<file path="config.mk">
export PLATFORM = sky130hd
export DESIGN_NAME = fp_mult_mantissa_seq
export DESIGN_NICKNAME = d
export VERILOG_FILES = /design/src/rtl/fp_mult_pkg.sv /design/src/rtl/fp_unpack.sv /design/src/rtl/fp_mult_mantissa_seq.sv
export SDC_FILE = /design/constraint.sdc
export NUM_CORES = 1
export LEC_CHECK = 0
export ABC_CLOCK_PERIOD_IN_PS = 13000
export BUFFER_PORTS_ARGS = -buffer_cell sky130_fd_sc_hd__buf_4
export CORE_ASPECT_RATIO = 0.5
export CORE_MARGIN = 2
export CORE_UTILIZATION = 30
export DETAILED_ROUTE_END_ITERATION = 7
export PLACE_DENSITY = 0.53
export SKIP_LAST_GASP = 1
export SYNTH_ARGS = -nofsm -noshare
export SYNTH_HDL_FRONTEND = slang
export SYNTH_SLANG_ARGS = --single-unit
</file>
<file path="constraint.sdc">
create_clock -name clk -period 13 [get_ports clk]
set_input_delay 1.95 -clock clk [delete_from_list [all_inputs] [get_ports clk]]
set_output_delay 1.95 -clock clk [all_outputs]
set_load 0.1 [all_outputs]
</file>
<file path="src/rtl/fp_mult_pkg.sv">
// Shared types and the operand classifier for the sequential binary32 multiply front end.
// FP_MULT_DENORM_EN: keep denormals (hidden bit 0, effective exponent 1) instead of flushing them.
package fp_mult_pkg;

  localparam int BIAS = 127;
  localparam logic [7:0] EXP_MAX = 8'hFF;

  typedef enum logic [1:0] {
    IDLE = 2'd0,
    BUSY = 2'd1,
    DONE = 2'd2
  } state_t;

  typedef struct packed {
    logic        sign;
    logic [7:0]  exp;
    logic [23:0] sig;
    logic        is_zero;
    logic        is_inf;
    logic        is_nan;
  } unpacked_t;

  function automatic unpacked_t classify(input logic [31:0] x);
    unpacked_t   u;
    logic [7:0]  e;
    logic [22:0] m;
    e = x[30:23];
    m = x[22:0];
    u.sign    = x[31];
    u.exp     = e;
    u.sig     = {(e != 8'd0), m};
    u.is_nan  = (e == EXP_MAX) && (m != 23'd0);
    u.is_inf  = (e == EXP_MAX) && (m == 23'd0);
    u.is_zero = (e == 8'd0) && (m == 23'd0);
    if ((e == 8'd0) && (m != 23'd0)) begin
`ifdef FP_MULT_DENORM_EN
      // A denormal scales like exponent 1 with no hidden bit.
      u.exp = 8'd1;
`else
      u.sig     = 24'd0;
      u.is_zero = 1'b1;
`endif
    end
    return u;
  endfunction

endpackage

</file>
<file path="src/rtl/fp_unpack.sv">
// Combinational unpacker: splits one binary32 word into sign, exponent, significand and class flags.
module fp_unpack
  import fp_mult_pkg::*;
(
  input  logic [31:0] x,
  output unpacked_t   u
);

  assign u = classify(x);

endmodule

</file>
<file path="src/rtl/fp_mult_mantissa_seq.sv">
// Iterative shift-add significand multiplier with exponent sum and special-case flags.
// Denormal handling follows FP_MULT_DENORM_EN (see fp_mult_pkg).
module fp_mult_mantissa_seq
  import fp_mult_pkg::*;
#(
  parameter int STEP = 2
) (
  input  logic        clk,
  input  logic        rst,
  input  logic [31:0] a,
  input  logic [31:0] b,
  input  logic        in_valid,
  output logic        in_ready,
  output logic [47:0] P,
  output logic [9:0]  S,
  output logic        sign,
  output logic        is_zero,
  output logic        is_inf,
  output logic        is_nan,
  output logic        out_valid,
  input  logic        out_ready
);

  localparam int N     = 24 / STEP;
  localparam int CNT_W = (N > 1) ? $clog2(N) : 1;

  state_t             state_reg, state_next;
  logic [CNT_W-1:0]   cnt_reg;
  logic [23:0]        ma_reg, mb_reg;
  logic [47:0]        acc_reg;
  logic [9:0]         s_reg;
  logic               sign_reg, zero_reg, inf_reg, nan_reg;

  logic [31:0]        op_word [2];
  unpacked_t          op_unp  [2];

  assign op_word[0] = a;
  assign op_word[1] = b;

  genvar gi;
  generate
    for (gi = 0; gi < 2; gi++) begin : g_unpack
      fp_unpack u_unpack (
        .x (op_word[gi]),
        .u (op_unp[gi])
      );
    end
  endgenerate

  logic       nan_next, inf_next, zero_next;
  logic [9:0] s_next;

  always_comb begin
    nan_next  = op_unp[0].is_nan | op_unp[1].is_nan
              | (op_unp[0].is_inf & op_unp[1].is_zero)
              | (op_unp[1].is_inf & op_unp[0].is_zero);
    inf_next  = !nan_next && (op_unp[0].is_inf | op_unp[1].is_inf);
    zero_next = !nan_next && !inf_next && (op_unp[0].is_zero | op_unp[1].is_zero);
    s_next    = {2'b00, op_unp[0].exp} + {2'b00, op_unp[1].exp} - 10'(BIAS);
  end

  logic        accept;
  logic        last_iter;
  logic [47:0] pp_base;
  logic [5:0]  pp_shamt;
  logic [47:0] pp_aligned;

  assign accept     = in_valid && in_ready;
  assign last_iter  = (cnt_reg == CNT_W'(N - 1));
  // Partial product of the low STEP multiplier bits, placed at this iteration's weight.
  assign pp_base    = {24'd0, ma_reg} * {{(48 - STEP){1'b0}}, mb_reg[STEP-1:0]};
  assign pp_shamt   = 6'(cnt_reg * STEP);
  assign pp_aligned = pp_base << pp_shamt;

  always_ff @(posedge clk) begin
    if (rst) state_reg <= IDLE;
    else     state_reg <= state_next;
  end

  always_comb begin
    state_next = state_reg;
    in_ready   = 1'b0;
    out_valid  = 1'b0;
    case (state_reg)
      IDLE: begin
        in_ready = !rst;
        if (in_valid && !rst) state_next = BUSY;
      end
      BUSY: begin
        if (last_iter) state_next = DONE;
      end
      DONE: begin
        out_valid = 1'b1;
        if (out_ready) state_next = IDLE;
      end
      default: state_next = IDLE;
    endcase
  end

  always_ff @(posedge clk) begin
    if (rst) begin
      cnt_reg  <= '0;
      ma_reg   <= '0;
      mb_reg   <= '0;
      acc_reg  <= '0;
      s_reg    <= '0;
      sign_reg <= 1'b0;
      zero_reg <= 1'b0;
      inf_reg  <= 1'b0;
      nan_reg  <= 1'b0;
    end else if (accept) begin
      cnt_reg  <= '0;
      ma_reg   <= op_unp[0].sig;
      mb_reg   <= op_unp[1].sig;
      acc_reg  <= '0;
      s_reg    <= s_next;
      sign_reg <= op_unp[0].sign ^ op_unp[1].sign;
      zero_reg <= zero_next;
      inf_reg  <= inf_next;
      nan_reg  <= nan_next;
    end else if (state_reg == BUSY) begin
      acc_reg <= acc_reg + pp_aligned;
      mb_reg  <= mb_reg >> STEP;
      cnt_reg <= last_iter ? '0 : cnt_reg + 1'b1;
    end
  end

  assign P       = acc_reg;
  assign S       = s_reg;
  assign sign    = sign_reg;
  assign is_zero = zero_reg;
  assign is_inf  = inf_reg;
  assign is_nan  = nan_reg;

endmodule

</file>
# Yosys cells after proc, flatten, opt, wreduce, memory -nomap -nowiden
# Index checks and enable logic that the tools add are counted.
[classes] addsub=4 n_mul=1 n_mux=11 eq_ne=8 bitwise=8 shift=1 reduce_logical=28
[op_table] op="25-bit two-way mux" count=2
[op_table] op="48-bit adder" count=1
[op_table] op="24-bit two-way mux" count=2
[op_table] op="26-bit by 5-bit left shift with 48-bit output" count=1
[op_table] op="23-bit zero test" count=2
[op_table] op="23-bit nonzero test" count=2
[op_table] op="24-bit by 2-bit multiplier with 26-bit output" count=1
[op_table] op="8-bit equality test, second input constant" count=2
[op_table] op="8-bit zero test" count=2
[op_table] op="8-bit nonzero test" count=2
[op_table] op="1-bit logical AND" count=13
[op_table] op="9-bit by 7-bit subtractor with 10-bit output, second input constant" count=1
[op_table] op="8-bit by 8-bit adder with 9-bit output" count=1
[op_table] op="2-bit two-way mux" count=3
[op_table] op="2-bit inequality test, second input constant" count=3
[op_table] op="2-bit one-hot mux with 3 select lines" count=1
[op_table] op="1-bit OR" count=5
[op_table] op="4-bit by 1-bit adder with 4-bit output, second input constant" count=1
[op_table] op="4-bit equality test, second input constant" count=1
[op_table] op="4-bit two-way mux" count=1
[op_table] op="1-bit zero test" count=3
[op_table] op="3-bit AND reduction" count=1
[op_table] op="1-bit AND" count=2
[op_table] op="2-bit by 1-bit equality test with 1-bit output, second input constant" count=1
[op_table] op="6 further kinds" count=7
[word_totals] word_cells=71 ff_bits=116 in_bits=68

# Depth between registers and ports, before layout
# Gate-level depths: netlist of the first run.
[depth] depth_word=11 depth_mapped=27 ltp_nobuf=25

# Hierarchy
# Synthesis of the first run repeated with hierarchy kept, for this count alone.
[unflattened] cells_unflattened=1529 area_unflattened_um2=11053.1
[modules_own_cells] module="fp_mult_mantissa_seq" seq_area_each_um2=2322.2 cells_each=1427 area_each_um2=10405.0 n_inst=1
[modules_own_cells] module="fp_unpack" seq_area_each_um2=0.0 cells_each=51 area_each_um2=324.1 n_inst=2

# Worst setup path after synthesis of the first run
# No wires, ideal clock.
[synth_timing] kind="input to output" startpoint="input port rst" endpoint="output port in_ready" arrival_time_ns=4.239 path_slack_ns=6.811 n_path_buf=1 path_stages=2 path_cell_list="clkbuf_1 > nor3_1"
[synth_between] elab_chain_cells=2
[synth_lines] element="start: declaration" line_no="fp_mult_mantissa_seq.sv:9" source="input logic rst,"
[synth_lines] element="1-bit zero test" line_no="fp_mult_mantissa_seq.sv:86" source="in_ready = !rst;"
[synth_lines] element="1-bit two-way mux" line_no="fp_mult_mantissa_seq.sv:84" source="case (state_reg)"
[synth_lines] element="end: declaration" line_no="fp_mult_mantissa_seq.sv:13" source="output logic in_ready,"
# Every way passes these cells.

# Worst setup path in the final report of the first run
[layout_timing] startpoint="register mb_reg[0]" endpoint="register acc_reg[46], in the netlist P[46]"
[layout_between] elab_chain_cells=3
[layout_lines] element="start: declaration" line_no="fp_mult_mantissa_seq.sv:29" source="logic [23:0] ma_reg, mb_reg;"
[layout_lines] element="start signal: assignment" line_no="fp_mult_mantissa_seq.sv:114" source="mb_reg <= op_unp[1].sig;"
[layout_lines] element="start signal: assignment" line_no="fp_mult_mantissa_seq.sv:123" source="mb_reg <= mb_reg >> STEP;"
[layout_lines] element="24-bit by 2-bit multiplier with 26-bit output" line_no="fp_mult_mantissa_seq.sv:71" source="assign pp_base = {24'd0, ma_reg} * {{(48 - STEP){1'b0}}, mb_reg[STEP-1:0]};"
[layout_lines] element="26-bit by 5-bit left shift with 48-bit output" line_no="fp_mult_mantissa_seq.sv:73" source="assign pp_aligned = pp_base << pp_shamt;"
[layout_lines] element="48-bit adder" line_no="fp_mult_mantissa_seq.sv:122" source="acc_reg <= acc_reg + pp_aligned;"
[layout_lines] element="end signal: assignment" line_no="fp_mult_mantissa_seq.sv:122"
[layout_lines] element="end: declaration" line_no="fp_mult_mantissa_seq.sv:30" source="logic [47:0] acc_reg;"
# Every way passes these cells.
# A chain may end at the register's enable or synchronous reset.

==> results.md, run 1 <==
- The setup violation total in the final timing report is 0.
- In this run the horizontal extent of the chip is 264.2 microns.
- The core region is between 0.03 and 0.04 sq mm.
- The total of hold buffers inserted after clock tree synthesis is 0.
- The max-capacitance violation count is 0.
- Buffers placed on the I/O ports in this run total 131.
- The root buffer cell chosen for the clock tree is clkbuf_16.
- Dividing the synthesized area by the synthesized cell count gives 7.442 sq um.
- The number of enable-type register cells in the synthesized netlist is 0.
- The cell area that synthesis handed to floorplanning was 0.01016 sq mm.
- The number of nets in the synthesized netlist is 1522.
- The via count of the first global-routing pass is 9546.
- The data arrival time of the critical path is a little under 7 ns.
- The cell with the largest stage delay on the worst path is dfxtp_1.
- The post-route netlist has 14.63% of its cells at a drive strength greater than 1.
- In the detailed route, the total length drawn on met3 is around 1100 microns.
- In this run the worst path has a maximum fanout of 28.
- The top cell types in the final layout, fill and taps aside, are nand2_1, a21oi_1, buf_4.
- The register with the most flip-flops in the layout has 48 of them.
- The detailed-route wire length per cell is around 17 microns.
- STA classifies the critical path startpoint as a flop.
- The maximum ir drop on the vdd rail is between 90 and 100 uV.
- Based on the critical path, the design can be clocked at up to 152.1 MHz.
- The number of antenna diodes in the final layout is 0.
- The routed design uses 13930 microns of met2 wire.
- After synthesis, flip-flops and latches occupy 22.86% of the total area.
- Across every metal layer, demand over resource in global routing totals 18.50%.
- The share of the cycle needed by the critical path after routing is 50.57%.
- The die covers 0.03544 sq mm.
- The cell count of the worst hold path is 2.
- The first global-routing pass estimated 52520 microns of wire.
- The number of max-slew violations in the final report came to 0.
- The clock tree buffer depth is 2.
- The total power divided by cell area is 90.98 mW/mm^2.
- Measured against its own limit, the worst slew margin works out to roughly two fifths.
- The insertion delay to the later sink of the worst-skew pair is 0.44 ns.
- In this run the vertical extent of the chip is 134.1 microns.
- Summing over every cut layer, the via total after detailed routing is 10240.
- Setup repair after global routing left no endpoint under its margin.
- Measured in cells, the most critical reg-to-reg path has a length of 22.
- The CTS tree is done.
- Setup slack on the critical path of the routed design comes to 6.426 ns.
- The first detailed-routing pass ran for 6 iterations.
- The static leakage is around 0.0052 uW.
- The topmost layer with routed signal wires is met4.
- The number of primary I/O pins is 132.
- After technology mapping, the gate count stands at 1365.
- Leaving out fill and tap cells, the most frequent cell in the layout is nand2_1.
- In this design, the stage delay of the slowest critical-path cell is roughly 0.8 ns.
- The initial utilization of the core area, before any placement, comes to 30.57%.
- The critical path endpoint category is a flop.
- The number of flip-flops and latches in the synthesized netlist is 116.
- The post-detailed-placement half-perimeter wirelength is 25260 microns.
- The area overhead of the layout relative to synthesis is 18.87%.
- The dominant synthesized flop cell is dfxtp_1.
- Post-CTS repair changed the size of 0 cells.
- The layout filler cell count is 3512.
- TritonCTS created 17 clock buffers.
- The run finished with clean final reports.
- Entering global routing, the biggest net connects 55 pins.
- STA puts the critical path data required time at 13.34 ns.
- For the pin with the worst max-slew slack, the measured transition is roughly 0.86 ns.
- At the end of routability-driven placement, the weighted congestion stood at 0.9146.
- The CTS H-tree depth is 4.
- Once the clock tree was built, the setup fixing pass inserted 0 buffers.
- The number of failing hold endpoints at the final stage came to 0.
- The net count reported at finish is 1607.
- The initialized floorplan defines 47 standard-cell rows.
- For this block, the initial DRC count from the detailed router was 706.
- The time the final worst path needs with I/O delays and setup is roughly 6.6 ns.
- The number of antenna violations at the first check in global routing came to 0.
- The post-placement setup slack is 6.616 ns.
- In the routed design, unresolved DRC markers number 0.
- The clock arrives with 0.01164 ns of skew.
- The count of cell types in the netlist is slightly above 80.
- After clock tree synthesis, the clock-pin slew on the worst setup and hold paths is 0.06 ns.
- By startpoint and endpoint, the worst setup path is classified as flop to flop.
- The detailed router put a total of ~17000 microns of wire on met1.
- The worst hold path belongs to the class flop to flop.
- For the final routed database, the setup TNS stands at 0 ns.
- During synthesis, Yosys emitted a total of 0 warnings.
- The number of sinks handled by clock tree synthesis is 116.
- The fraction of registers with async set/reset is 0%.
- The total global routing overflow is 0.
- Traced cell by cell, the critical path runs through nand2_1 > inv_1 > ha_1 > a21o_1 > a21oi_2 > o211ai_2 > a41oi_2 > o21ai_0 > o311ai_1 > mux2i_1 > mux2_2 > o2bb2ai_1 > ha_1 > and3_1 > a31oi_1 > o221a_2 > a21oi_1 > nor3_1 > o21ai_0 > a221oi_1 > mux2i_1 > nand2_1.
- The aggregate routed wire length is 32810 microns.
- The count of nets left with antenna violations once routing finished came out at 0.
- Using the TritonRoute via totals, the vias-per-cell ratio works out to 5.380.
[logic make-up (layout without fill, tap and decap cells)]
family | Yosys count | count (layout) | synth area share [%]
AOI/OAI and AO/OA | 435 | 435 | 27.71
xor gates and xnor gates | 56 | 56 | 4.828
adders and majority gates | 89 | 89 | 11.18
buffers and inverters | 111 | 209 | 4.151
DFF | 116 | 116 | 22.86
muxes | 41 | 41 | 4.644
and+or+nand+nor | 517 | 517 | 24.62
[Yosys cell counts, drive strengths merged (6+ instances only)]
library cell	instances	area [sq um]
xnor2	35	306.5
a21o	29	217.7
and3	16	101.4
or3	7	55.05
ha	86	1076
nand3	38	190.2
a211oi	16	120.1
nor3	40	200.2
o21bai	12	90.09
nand2	162	608.1
o211ai	10	80.07
o22ai	8	50.05
a31oi	16	100.1
and2	54	337.8
nand2b	7	43.79
inv	32	120.1
nor4	19	125.1
o21a	14	105.1
mux2	9	101.4
nor2	115	431.7
nor2b	12	75.07
xor2	21	183.9
dfxtp	116	2322
clkbuf	60	225.2
buf	16	65.06
nand4	21	131.4
a22o	24	210.2
and4	7	61.31
o21ai	83	415.4
o2111ai	6	58.80
mux2i	28	280.3
a21oi	155	790.8
[worst max-delay path: cells and delay by family (launching register included)]
kind / cells / cell delay [ns]
mux: 3 / 0.80
fa+ha+maj: 2 / 0.61
simple gates: 4 / 0.90
compound gates: 12 / 3.22
buf+inv: 1 / 0.11
flops: 1 / 0.81
[report_power, final]
group          switching (uW)  internal (uW)
Clock                     200            267
Sequential               17.2            375
Combinational             159           80.0
[routing by layer]
metal	up-vias	global-route usage (%)
met5	-	0
met4	0	5.777
met3	43	3.176
met2	184	27.78
met1	4825	26.80
li1	5191	-
[worst paths after layout]
path	from	end	slack, ns
setup / recovery	mb_reg[0]$_SDFFE_PP0P_	P[46]$_SDFFE_PP0P_	6.43
hold / removal	S[1]$_SDFFE_PP0P_	S[1]$_SDFFE_PP0P_	0.46
setup reg to reg	mb_reg[0]$_SDFFE_PP0P_	P[46]$_SDFFE_PP0P_	6.43
hold reg to reg	S[1]$_SDFFE_PP0P_	S[1]$_SDFFE_PP0P_	0.46
[per-stage QoR]
stage / area (sq um) / util (%) / instances / power, uW / hold WS (ns)
after floorplan: 10160 / - / 1365 / 565.6 / 0.4448
after global placement: 11500 / 34.62 / 1872 / 638.9 / 0.4455
after detailed placement: 11500 / 34.62 / 1872 / 638.6 / 0.4481
after CTS: 12080 / 36.34 / 1904 / 1108 / 0.4609
after global routing: 12080 / 36.34 / 1904 / 1150 / 0.4799
final: 12080 / 36.34 / 1904 / 1099 / 0.4577
[area by class of cell]
class                   instances  area [sq um]  share of cell area, %
multi-input cells            1138          7430                  61.53
well taps                     441         551.8                  4.569
flip-flops and latches        116          2322                  19.23
clock inverters                15         148.9                  1.233
clock buffers                  17         425.4                  3.523
repair buffers                142          1066                  8.828
inverters                      35         131.4                  1.088
(Power assumes the default switching activity.)
==> run 2, diff against run 1 <==
ABC_CLOCK_PERIOD_IN_PS = 5700   (was 13000)
PLACE_DENSITY = 0.55   (was 0.53)
clock period = 5.7 ns   (was 13 ns; I/O delays follow)
==> results.md, run 2 (same netlist as run 1, synthesis figures left out) <==
- The type of the tightest min-delay check is flop to flop.
- The ratio of routed vias to standard cells is 5.351 (-0.54%).
- The post-detailed-placement half-perimeter wirelength is 26190 microns (+3.7%).
- The CTS H-tree depth is 4 (unchanged).
- The worst setup path is launched from a flop.
- The number of antenna violations at the first check in global routing is 0 (unchanged).
- Setup repair after global routing could not meet its margin everywhere.
- The total design power came to 2708 uW (+150%).
- The path depth of the worst reg2reg path is 24 (+9.1%).
- The launch point of the worst hold path is is_inf$_SDFFE_PP0P_.
- The row count is 47 (unchanged).
- The CTS clock-pin slew for the worst setup and hold paths is 0.06 ns (about the same).
- The via count is 10730 (+4.7%).
- The worst hold-check slack is 0.4548 ns (-0.002845 ns).
- The worst-case clock skew is 0.009984 ns (-0.001655 ns).
- The post-placement setup slack is -0.08944 ns (-6.706 ns).
- The maximum frequency from static timing analysis came to 180.3 MHz (+19%).
- The cell with the largest stage delay on the worst path is ha_2.
- The total of hold buffers inserted after clock tree synthesis came to 0 (unchanged).
- The net count reported at finish was 1708 (+6.3%).
- The clock tree buffer depth came to 2 (unchanged).
- In this run the clock root is driven by a clkbuf_16.
- The critical path in this run is classified as flop to flop.
- The detailed-route wire length per cell is 16.96 microns (-1.6%).
- The number of flip-flops in the largest register is 48 (unchanged).
- The most common library cell in the layout ignoring fill and taps is buf_4.
- The number of iterations in the first detailed-routing pass is 6 (unchanged).
- The peak fanout along the critical path is 17 (-39%).
- The area of the multi-input gates is 0.007781 sq mm (+4.7%).
- The biggest cell delay along the critical path is 0.42 ns (-0.39 ns).
- The number of inserted diodes is 0 (unchanged).
- The max-capacitance violation count came to 0 (unchanged).
- The number of failing hold endpoints at the final stage came to 0 (unchanged).
- The routability congestion estimate is 0.9075 (-0.78%).
- The run finished with clean final reports.
- The static leakage was 0.005816 uW (+11%).
- The post-route worst setup slack is 0.1546 ns (-6.272 ns).
- The number of buffers added on ports is 131 (unchanged).
- The number of buffers inserted during clock tree synthesis came to 17 (unchanged).
- The time the final worst path needs with I/O delays and setup is 5.545 ns (-1.028 ns).
- The total power divided by cell area is 203.6 mW/mm^2 (+120%).
- The maximum ir drop on the vdd rail is 215.9 uV (+130%).
- The share of final-layout standard cells stronger than drive strength 1 is 23.79% (+9.2 points).
- The via count of the first global-routing pass is 9791 (+2.6%).
- The die area was 0.03544 sq mm (unchanged).
- The number of DRC violations after detailed routing is 0 (unchanged).
- In the layout the commonest cells are buf_4, nand2_1, a21oi_1.
- The horizontal extent of the die is 264.2 microns (unchanged).
- The aggregate routed wire length is 34000 microns (+3.6%).
- The vertical extent of the die came to 134.1 microns (unchanged).
- The number of sinks handled by clock tree synthesis was 116 (unchanged).
- The insertion delay to the later sink of the worst-skew pair was 0.44 ns (about the same).
- The max-slew headroom at the worst pin came to 44.03% (+2.2 points).
- The number of primary I/O pins is 132 (unchanged).
- TritonCTS built the clock tree.
- The required time at the endpoint of the critical path was 6.08 ns (-7.26 ns).
- The wire length of the first global-routing pass is 53650 microns (+2.2%).
- The total global routing overflow is 0 (unchanged).
- The critical path endpoint category is a flop.
- The area of all sequential standard cells is 0.002330 sq mm (+0.32%).
- The starting utilization of the core area is 30.57% (unchanged).
- The cell count of the worst hold path came to 2 (unchanged).
- The layout filler cell count was 3437 (-2.1%).
- The DRC violation total after the first TritonRoute iteration is 937 (+33%).
- The area growth from synthesis to layout is 30.92%.
- The launch point of the critical path is mb_reg[1]$_SDFFE_PP0P_.
- The data arrival time of the critical path is 5.92 ns (-0.99 ns).
- The number of max-slew violations in the final report is 0 (unchanged).
- The share of the cycle needed by the critical path after routing is 97.29% (+47 points).
- The all-layer global routing usage is 18.85% (+0.35 points).
- The floorplan core area is 0.03323 sq mm (unchanged).
- The slew at the pin closest to its max-slew limit is 0.8396 ns (-0.01961 ns).
- The signal on the critical path passes through buf_12 > buf_4 > and2_1 > ha_2 > a21oi_1 > o21ai_1 > buf_4 > a221o_1 > or4_1 > o211ai_1 > nor4_2 > a21oi_1 > o22ai_1 > ha_2 > and4_1 > and3_1 > and4_1 > o21ai_4 > a31oi_4 > o2111ai_1 > nand2_1 > a31oi_1 > or4_1 > nand3_1.
- The setup violation total in the final timing report is 0 (unchanged).
- In this run the critical register-to-register path is launched from mb_reg[1]$_SDFFE_PP0P_.
- The number of routed nets with antenna violations came to 0 (unchanged).
- The largest net degree at the start of global routing was 82 (+49%).
## run 2: final cells by class
type / instances / area share [%]
Timing Repair Buffer: 243 / 13.93
Clock buffer: 21 / 3.613
Sequential cell: 116 / 17.52
Inverter: 35 / 0.9879
Multi-Input combinational cell: 1138 / 58.51
Tap cell: 441 / 4.149
Clock inverter: 11 / 1.289
## run 2: critical path: cells and delay by family (launching register included)
family | cells | cell delay [ns]
and+or+nand+nor | 9 | 2.03
buffers and inverters | 3 | 0.45
AOI/OAI and AO/OA | 10 | 1.99
DFF | 1 | 0.36
adders and majority gates | 2 | 0.63
## run 2: what timing repair did
item,in CTS,in global routing
pin swaps,0,22
endpoints found under the setup margin,4,19
setup buffers,0,10
gates resized for setup,4,77
## run 2: metrics by stage
| stage | instances | util [%] | setup TNS [ns] | area, sq um |
|---|---|---|---|---|
| after floorplan | 1365 | - | 0 | 10160 |
| after global placement | 1963 | 36.75 | -0.08152 | 12210 |
| after detailed placement | 1963 | 36.75 | -0.1078 | 12210 |
| after CTS | 1995 | 38.72 | 0 | 12870 |
| after global routing | 2005 | 40.03 | -0.2647 | 13300 |
| final | 2005 | 40.03 | 0 | 13300 |
## run 2: layer usage
layer	GRT usage, %	part of all wire (%)	vias up
met1	27.52	51	5034
met3	2.735	3.9	40
met4	5.145	1.5	0
met2	28.77	44	248
li1	-	-	5406
met5	0	0	-
## run 2: final timing paths
check,endpoint,slack [ns]
max reg2reg,P[45]$_SDFFE_PP0P_,0.15
min reg2reg,is_inf$_SDFFE_PP0P_,0.45
max,P[45]$_SDFFE_PP0P_,0.15
min,is_inf$_SDFFE_PP0P_,0.45
## run 2: where the power goes
part,internal (uW),leakage [uW],switching (uW)
Combinational,235,0.00455,390
Sequential,855,0.000948,34.4
Clock,779,0.000316,414
Total,1870,0.00582,839
